--- src/rtl/router_pkt_fifo.sv ---
// router_pkt_fifo: packet-aware channel FIFO with fill level and end-of-packet pulse.
// Define ROUTER_FIFO_PARITY_CHK_EN to build the per-packet parity checker.
module router_pkt_fifo #(
  parameter int DATA_W = 8,
  parameter int DEPTH  = 16
) (
  input  logic                     clk,
  input  logic                     resetn,
  input  logic                     soft_reset,
  input  logic                     write_enb,
  input  logic                     lfd_state,
  input  logic [DATA_W-1:0]        data_in,
  input  logic                     read_enb,
  output logic [DATA_W-1:0]        data_out,
  output logic                     empty,
  output logic                     full,
  output logic [$clog2(DEPTH):0]   count,
  output logic                     pkt_done,
  output logic                     parity_err
);
  localparam int AW = $clog2(DEPTH);
  localparam logic [DATA_W-2:0] CNT_ONE = 1;

  logic [DATA_W:0]   mem [DEPTH];
  logic [AW:0]       wptr_q, wptr_d, rptr_q, rptr_d;
  logic [DATA_W-2:0] pkt_cnt_q, pkt_cnt_d;
  logic [DATA_W-1:0] data_out_q, data_out_d;
  logic              pkt_done_q, pkt_done_d;
  logic              wr, rd, rd_lfd, last;
  logic [DATA_W-1:0] rd_data;

  assign full     = (wptr_q[AW] != rptr_q[AW]) && (wptr_q[AW-1:0] == rptr_q[AW-1:0]);
  assign empty    = wptr_q == rptr_q;
  assign count    = wptr_q - rptr_q;
  assign wr       = write_enb && !full;
  assign rd       = read_enb && !empty;
  assign {rd_lfd, rd_data} = mem[rptr_q[AW-1:0]];
  // parity byte is the payload byte that takes the counter from 1 to 0
  assign last     = rd && !rd_lfd && pkt_cnt_q == CNT_ONE;
  assign data_out = data_out_q;
  assign pkt_done = pkt_done_q;

  always_comb begin
    wptr_d     = soft_reset ? '0 : wptr_q + {{AW{1'b0}}, wr};
    rptr_d     = soft_reset ? '0 : rptr_q + {{AW{1'b0}}, rd};
    data_out_d = soft_reset ? '0 : rd ? rd_data : data_out_q;
    pkt_cnt_d  = soft_reset ? '0 : !rd ? pkt_cnt_q :
                 rd_lfd ? {1'b0, rd_data[DATA_W-1:2]} + CNT_ONE :
                 pkt_cnt_q != '0 ? pkt_cnt_q - CNT_ONE : pkt_cnt_q;
    pkt_done_d = !soft_reset && last;
  end

  always_ff @(posedge clk)
    if (wr && !soft_reset) mem[wptr_q[AW-1:0]] <= {lfd_state, data_in};

  always_ff @(posedge clk or negedge resetn)
    if (!resetn) begin
      wptr_q     <= '0;
      rptr_q     <= '0;
      pkt_cnt_q  <= '0;
      data_out_q <= '0;
      pkt_done_q <= 1'b0;
    end else begin
      wptr_q     <= wptr_d;
      rptr_q     <= rptr_d;
      pkt_cnt_q  <= pkt_cnt_d;
      data_out_q <= data_out_d;
      pkt_done_q <= pkt_done_d;
    end

`ifdef ROUTER_FIFO_PARITY_CHK_EN
  logic [DATA_W-1:0] acc_q, acc_d;
  logic              parity_err_q, parity_err_d;

  always_comb begin
    acc_d        = soft_reset ? '0 : !rd ? acc_q : rd_lfd ? rd_data :
                   pkt_cnt_q > CNT_ONE ? acc_q ^ rd_data : acc_q;
    parity_err_d = !soft_reset && last && acc_q != rd_data;
  end

  always_ff @(posedge clk or negedge resetn)
    if (!resetn) begin
      acc_q        <= '0;
      parity_err_q <= 1'b0;
    end else begin
      acc_q        <= acc_d;
      parity_err_q <= parity_err_d;
    end

  assign parity_err = parity_err_q;
`else
  assign parity_err = 1'b0;
`endif
endmodule

--- config.mk ---
export PLATFORM = sky130hd
export DESIGN_NAME = router_pkt_fifo
export DESIGN_NICKNAME = d
export VERILOG_FILES = /design/src/rtl/router_pkt_fifo.sv
export SDC_FILE = /design/constraint.sdc
export NUM_CORES = 1
export LEC_CHECK = 0
export CAP_MARGIN = 20
export CORE_ASPECT_RATIO = 0.5
export CORE_MARGIN = 1.5
export CORE_UTILIZATION = 46
export CTS_CLUSTER_DIAMETER = 120
export DETAILED_ROUTE_END_ITERATION = 7
export GPL_TIMING_DRIVEN = 0
export PLACE_DENSITY_LB_ADDON = 0.05
export SLEW_MARGIN = 40
export SYNTH_ARGS = -nofsm -noshare
export SYNTH_HDL_FRONTEND = slang
export SYNTH_SLANG_ARGS = --single-unit
--- constraint.sdc ---
create_clock -name clk -period 3.9 [get_ports clk]
set_input_delay 0.975 -clock clk [delete_from_list [all_inputs] [get_ports clk]]
set_output_delay 0.975 -clock clk [all_outputs]
set_load 0.005 [all_outputs]
Word-level counts from Yosys, hierarchy flattened --
Memories as Yosys holds them, arrays and structs flattened. Cells that the tools add are included.
Storage, ports and cells: memories 1, logic and storage cells 40, bits in writable memories 144, flip-flop bits (word level) 26, input port bits 14, ROM bits 0, latch bits 0, output and inout bits 17
Cells by class: mux-type cells 10, equal/unequal tests 4, div/mod/pow operators 0, reduce and logical (&&, ||, !) cells 15, multiply operators 0, shift-type cells 0, order comparisons 0, add/subtract/negate cells 5, bitwise logic cells 0
Memory list:
- mem | words 16, width 9, rd ports 1, clocked after memory_dff 0, wr ports 1, RTL line 24 | logic [DATA_W:0] mem [DEPTH];
Operators with widths (number):
- $mux W7 | 4
- $mux W8 | 2
- $add A5 B1 Y5 | 2
- $mux W5 | 2
- $add A6 B1 Y7 const B | 1
- $eq A7 B1 Y1 const B | 1
- $logic_and A1 B1 Y1 | 7
- $reduce_bool A7 Y1 | 1
- $sub A7 B1 Y7 const B | 1
- $eq A5 B5 Y1 | 1
- $sub A5 B5 Y5 | 1
- $eq A4 B4 Y1 | 1
- $logic_not A1 Y1 | 4
- $reduce_bool A3 Y1 | 1
- $mux W1 | 2
- $reduce_and A2 Y1 | 1
- $reduce_bool A2 Y1 | 1
- $ne A1 B1 Y1 | 1

Logic depth before layout (Yosys ltp) --
Gate-level depths: netlist (run 1).
word-level depth 7, gate-level depth with buffers 14, gate-level depth less buffers 10

Worst setup path after synthesis (run 1) --
OpenSTA, ideal clock, no wires.
kind register to register, start register rptr_q[1], end memory mem[3][0] in the netlist's numbering, enable pin, data arrival time 2.978 ns, clock period less this slack 3.365 ns, data required time 3.513 ns, path buffers 3, cell stages (with the launch flop) 12, setup time 0.387 ns, setup slack 0.535 ns, cells stage by stage dfrtp_1 buf_2 buf_1 buf_2 inv_1 ha_1 nand4_1 nor2b_1 or3b_2 inv_1 nand3_1 nor3_1
Between the ends: word-level cells in the longest chain between the ends 7
RTL lines:
- start: declaration | RTL line 25 | logic [AW:0] wptr_q, wptr_d, rptr_q, rptr_d;
- start signal: assignment | RTL line 65 | rptr_q <= rptr_d;
- $eq A4 B4 Y1 | RTL line 32 | assign full = (wptr_q[AW] != rptr_q[AW]) && (wptr_q[AW-1:0] == rptr_q[AW-1:0]);
- $logic_and A1 B1 Y1 | RTL line 32
- named net full | RTL line 16 | output logic full,
- $logic_not A1 Y1 | RTL line 35 | assign wr = write_enb && !full;
- $logic_and A1 B1 Y1 | RTL line 35
- $logic_and A1 B1 Y1 | RTL line 54 | if (wr && !soft_reset) mem[wptr_q[AW-1:0]] <= {lfd_state, data_in};
- $mux W1 | RTL line 54
- $mux W1 (implied by the code) | RTL line 54
- end: declaration | RTL line 24
The timed path passes the listed nets, and every way through them passes these cells.

Final worst setup path (run 1) --
start register rptr_q[2], end output port count[4]
Between the ends: word-level cells in the longest chain between the ends 1
RTL lines:
- $sub A5 B5 Y5 | RTL line 34 | assign count = wptr_q - rptr_q;
- end: declaration | RTL line 17 | output logic [$clog2(DEPTH):0] count,
Every way passes these cells.

==> results of run 1 <==
worst paths after layout:
path,to,from,cells past startpoint
min,data_out[2]$_DFFE_PN0P_,data_out[2]$_DFFE_PN0P_,2
max reg2reg,mem[0][3]$_DFFE_PP_,rptr_q[3]$_DFF_PN0_,9
min reg2reg,data_out[2]$_DFFE_PN0P_,data_out[2]$_DFFE_PN0P_,2
max in group asynchronous,data_out[4]$_DFFE_PN0P_,resetn,1
max,count[4],rptr_q[2]$_DFF_PN0_,8
min in group asynchronous,pkt_cnt_q[1]$_DFFE_PN0P_,resetn,1
where the power goes:
group	internal (mW)	leakage, nW	switching, mW	total [mW]
Sequential	2.02	1.65	0.0489	2.07
Clock	0.857	0.281	0.786	1.64
Combinational	0.403	0.924	0.428	0.831
state kept, by name, indices dropped and copies added, names as in the netlist:
register,count
data_out,8
mem,144
pkt_cnt_q,7
pkt_done,1
rptr_q,5
wptr_q,5
cell usage after synthesis (all sizes together) (9+ instances only):
cell / n / area share
mux4: 38 / 0.12
nand2: 29 / 0.015
ha: 11 / 0.019
nor2: 26 / 0.014
nor3: 9 / 0.0063
dfrtp: 26 / 0.091
a21oi: 15 / 0.010
inv: 16 / 0.0084
nor2b: 9 / 0.0078
edfxtp: 144 / 0.60
buf: 12 / 0.014
nand3: 15 / 0.010
cell type report:
cell class              instances  share of cell area
flip-flops and latches        170               0.596
plain buffers                  17              0.0151
repair buffers                 32              0.0354
well taps                     204              0.0306
multi-input cells             219               0.247
inverters                      16             0.00720
clock inverters                15              0.0177
clock buffers                  17              0.0510
per-layer routing:
| metal | share of wire | vias up | wire [um] |
|---|---|---|---|
| met5 | 0 | - | 0 |
| met3 | 0.053 | 11 | 839 |
| met2 | 0.46 | 113 | 7360 |
| li1 | - | 1755 | - |
| met1 | 0.48 | 2095 | 7570 |
| met4 | 0.0069 | 0 | 110 |
stage by stage:
step                area [um^2]  setup TNS (ns)  total power [mW]
floorplan                  7170               0              2.65
global placement           7710          -78.83              2.91
detailed placement         7770          -32.76              2.94
CTS                        8350               0              4.56
global route               8340               0              4.73
finish                     8340               0              4.54
kinds of logic after synthesis:
family / count (synthesis) / synth area share
flops: 170 / 0.693
simple gates: 106 / 0.0708
other cells: 1 / 0.000523
compound gates: 44 / 0.0420
buf+inv: 36 / 0.0265
mux: 43 / 0.129
fa+ha+maj: 12 / 0.0220
xor+xnor: 13 / 0.0159
tightest hold or removal path: cells and delay by family, from the launching register on:
family	cells	cell delay (ns)
flops	1	0.38
compound gates	1	0.06
simple gates	1	0.06
timing repair:
item / 4_1_cts / 5_1_grt
resized for setup: 2 / 1
hold buffers: 0 / 0
setup endpoints to repair: 153 / 19
==> results.sh, run 1 <==
export IMPL_synth_cell_types=48
export IMPL_clk_path_buf_depth=2
export IMPL_placed_cells=661
export IMPL_crit_required_ns=2.92
export IMPL_arrival_ns=2.75
export IMPL_grt_pass1_vias=4134
export IMPL_synth_nets=451
export IMPL_tightest_slew_ns=0.796
export IMPL_dr_pass1_iters=5
export IMPL_finish_utilization=0.544
export IMPL_routed_wirelength_um=15900
export IMPL_r2r_slack_ns=0.35
export IMPL_core_um2=15300
export IMPL_vias_per_cell=5.76
export IMPL_cp_slowest_cell="clkdlybuf4s50_1"
export IMPL_setup_violations=0
export IMPL_slew_headroom=0.468
export IMPL_final_hold_violation_count=0
export IMPL_grt_busiest_layer="met2"
export IMPL_place_congestion=0.882
export IMPL_synth_enable_flop_cells=144
export IMPL_cpPeakStageDelay_ns=0.52
export IMPL_grt_pass1_wl_um=25000
export IMPL_post_cts_setup_buffers=0
export IMPL_grtUsageMet1=0.305
export IMPL_nets=499
export IMPL_seq_area_um2=4970
export IMPL_fin_worst_skew_ns=0.0131
export IMPL_seq_area_frac_synth=0.693
export IMPL_synth_seq_cells=170
export IMPL_antenna_cells=0
export IMPL_ys_warn_count=0
export IMPL_cts_tree="yes"
export IMPL_path_max_fanout=10
export IMPL_area_growth_syn_to_layout_pct=16.3
export IMPL_async_reset_ff_frac=0.153
export IMPL_rows=32
export IMPL_rsz0062_at_grt="no"
export IMPL_hpwlAfterDp_um=10800
export IMPL_root_buffer="clkbuf_16"
export IMPL_antenna_found_initial=0
export IMPL_numPortBuffers=28
export IMPL_fmax_mhz=268
export IMPL_fillCellCount=1223
export IMPL_period_minus_slack_ns=3.73
export IMPL_yosys_most_used_dff="edfxtp_1"
export IMPL_path_class="flop to primary output"
export IMPL_syn_instance_count=425
export IMPL_max_cap_violations=0
export IMPL_numClockSinks=170
export IMPL_layout_common_cells="edfxtp_1, mux4_2, nand2_1"
export IMPL_timing_final_crit_share=0.956
export IMPL_fin_cells=690
export IMPL_die_h_um=91.3
export IMPL_grt_start_max_net_pins=27
export IMPL_layout_commonest_cell="edfxtp_1"
export IMPL_worstSetupStartpointType="flop"
export IMPL_place_ws_ns=-0.362
export IMPL_end_kind="primary output"
export IMPL_dr_total_vias=3974
export IMPL_grt_util_all_layers=0.211
export IMPL_drive_gt1_frac=0.208
export IMPL_cts_buffers=17
export IMPL_setup_slack_ns=0.170
export IMPL_whs_ns=0.530
export IMPL_cts_clk_slew_worst_paths_ns=0.07
export IMPL_critPathBufInv=4
export IMPL_ir_drop_mv=0.300
export IMPL_dieArea_um2=16400
export IMPL_wl_per_cell_um=23.0
export IMPL_min_path_type="flop to flop"
export IMPL_clk_latency_ns=0.42
export IMPL_htreeDepth=4
export IMPL_use_met3=0.0558
export IMPL_slew_violations=0
export IMPL_multiInputGateArea_um2=2060
export IMPL_start_util=0.468
export IMPL_grt_ovfl_total=0
export IMPL_avgSynthCellArea_um2=16.9
export IMPL_run_status="finished clean"
export IMPL_cellLeakagePower_nw=2.86
export IMPL_path_cells="buf_2, buf_6, inv_1, ha_1, a21o_1, a21oi_1, xor2_1, clkdlybuf4s50_1"
export IMPL_drt_iter0_markers=332
export IMPL_cp_top_family="buffers and inverters"
export IMPL_die_w_um=180
export IMPL_power_density_nw_per_um2=544
export IMPL_syn_area_um2=7170
export IMPL_ioPinCount=31
export IMPL_met2_usage=0.321
export IMPL_postRouteAntennaNets=0
export IMPL_post_route_drc_count=0
Power figures use the tool's default switching activity.
==> inputs of run 2 (changes only) <==
CAP_MARGIN = 0   (was 20)
CORE_UTILIZATION = 60   (was 46)
==> run 2 against run 1 <==
Setup slack improved by 0.026 ns; largest power group unchanged; maximum frequency increased by 0.70%; non-clock buffer count increased by 1; wire length fell by 2.7%; clock-buffer cell count unchanged; largest cell class unchanged; core utilization is 19 points higher; die area down 23%.
==> results.sh, run 2 (synthesized netlist as in run 1, its figures left out) <==
export IMPL_run_status="finished clean"
export IMPL_cts_tree="yes"
export IMPL_placed_cell_area_um2=7730
export IMPL_vias_per_cell=6.21
export IMPL_r2r_start="rptr_q[3]$_DFF_PN0_"
export IMPL_path_max_fanout=10
export IMPL_max_cap_violations=0
export IMPL_rsz0062_at_grt="no"
export IMPL_setup_violations=0
export IMPL_numPortBuffers=28
export IMPL_timing_final_crit_share=0.950
export IMPL_layout_commonest_cell="edfxtp_1"
export IMPL_power_density_nw_per_um2=538
export IMPL_start_util=0.634
export IMPL_slew_headroom=0.471
export IMPL_grt_pass1_vias=4130
export IMPL_timing_rr_end="mem[1][3]$_DFFE_PP_"
export IMPL_min_path_type="flop to flop"
export IMPL_drt_iter0_markers=523
export IMPL_grt_start_max_net_pins=27
export IMPL_final_hold_violation_count=0
export IMPL_whs_ns=0.533
export IMPL_grt_util_all_layers=0.277
export IMPL_hpwlAfterDp_um=10400
export IMPL_worstSetupStartpointType="flop"
export IMPL_cp_slowest_cell="clkdlybuf4s50_1"
export IMPL_htreeDepth=4
export IMPL_area_growth_syn_to_layout_pct=15.2
export IMPL_cts_buffers=17
export IMPL_rows=27
export IMPL_postRouteAntennaNets=0
export IMPL_grt_pass1_wl_um=23900
export IMPL_drive_gt1_frac=0.209
export IMPL_nets=500
export IMPL_grt_ovfl_total=0
export IMPL_arrival_ns=2.73
export IMPL_finish_utilization=0.730
export IMPL_r2r_slack_ns=0.41
export IMPL_design_area_um2=8260
export IMPL_tightest_slew_ns=0.793
export IMPL_post_route_drc_count=0
export IMPL_fmax_mhz=270
export IMPL_holdPathStages=2
export IMPL_ir_drop_mv=0.316
export IMPL_cts_clk_slew_worst_paths_ns=0.07
export IMPL_antenna_found_initial=0
export IMPL_fillCellCount=680
export IMPL_dieArea_um2=12700
export IMPL_routed_wirelength_um=15500
export IMPL_largest_register_ff_count=144
export IMPL_period_minus_slack_ns=3.70
export IMPL_reg2reg_depth=10
export IMPL_place_congestion=0.850
export IMPL_dr_pass1_iters=5
export IMPL_dr_total_vias=4011
export IMPL_antenna_cells=0
export IMPL_die_h_um=80.3
export IMPL_layout_common_cells="edfxtp_1, mux4_2, nand2_1"
export IMPL_path_cells="buf_2, buf_6, inv_1, ha_1, a21o_1, a21oi_1, xor2_1, clkdlybuf4s50_1"
export IMPL_cpPeakStageDelay_ns=0.52
export IMPL_ioPinCount=31
export IMPL_wl_per_cell_um=23.9
export IMPL_cellLeakagePower_nw=2.84
export IMPL_numClockSinks=170
export IMPL_crit_required_ns=2.92
export IMPL_die_w_um=158
export IMPL_slew_violations=0
export IMPL_min_from="data_out[7]$_DFFE_PN0P_"
export IMPL_core_um2=11300
export IMPL_hold_end="data_out[7]$_DFFE_PN0P_"
export IMPL_root_buffer="clkbuf_16"
export IMPL_path_class="flop to primary output"
export IMPL_clk_latency_ns=0.43
export IMPL_end_kind="primary output"
export IMPL_clk_path_buf_depth=2
export IMPL_fin_worst_skew_ns=0.00906
run 2: cell types whose count changed in the layout (fill, tap and decap cells not counted):
cell and change:
buf_4 +1, clkinvlp_4 +2, clkinv_4 +1, clkinv_2 +3
clkinv_8 -1, inv_8 -5
run 2: area by class of cell:
cell class	instances	area (um^2)	share of cell area
Sequential cell	170	4970	0.602
Buffer	17	126	0.0153
Tap cell	159	199	0.0241
Inverter	16	60.1	0.00727
Clock buffer	17	425	0.0515
Clock inverter	15	114	0.0138
Timing Repair Buffer	33	303	0.0366
Multi-Input combinational cell	219	2060	0.249
run 2: worst max path at each step:
stage | start | endpoint | slack (ns) | cells past startpoint
floorplan | rptr_q[1]$_DFF_PN0_ | mem[3][0]$_DFFE_PP_ | 0.54 | 11
global placement | rptr_q[1]$_DFF_PN0_ | mem[1][3]$_DFFE_PP_ | -0.81 | 11
detailed placement | rptr_q[1]$_DFF_PN0_ | mem[0][4]$_DFFE_PP_ | -0.26 | 12
CTS | rptr_q[2]$_DFF_PN0_ | count[4] | 0.002 | 8
global route | rptr_q[2]$_DFF_PN0_ | count[4] | 0.03 | 8
finish | rptr_q[2]$_DFF_PN0_ | count[4] | 0.20 | 8
run 2: worst max-delay path, delay by kind of cell (launching register included):
family | cells | cell delay (ns)
xor gates and xnor gates | 1 | 0.18
DFF | 1 | 0.32
buffers and inverters | 4 | 1.07
AOI/OAI and AO/OA | 2 | 0.40
adders and majority gates | 1 | 0.33
run 2: per-stage QoR:
step	setup WS [ns]	total power [mW]	instances	TNS (ns)
CTS	0.00233	4.46	648	0
global placement	-0.813	2.89	612	-56.36
detailed placement	-0.257	2.93	617	-18.26
finish	0.196	4.44	646	0
floorplan	0.535	2.65	425	0
global route	0.0332	4.61	646	0
run 2: report_power, final:
part / leakage, nW / switching, mW / internal, mW / total [mW]
Clock: 0.260 / 0.718 / 0.823 / 1.54
Sequential: 1.65 / 0.0482 / 2.02 / 2.07
Combinational: 0.929 / 0.427 / 0.404 / 0.830
run 2: metal layers:
metal,share of wire,up-vias,track usage
met5,0,-,0
met4,0.014,0,0.0821
met3,0.089,22,0.0783
met2,0.48,188,0.441
met1,0.41,2050,0.379
li1,-,1751,-
run 2: timing repair:
action	CTS	global route
hold buffers	0	0
gates resized for setup	1	3
pin swaps	0	0
setup buffers	0	0
setup endpoints to repair	142	9
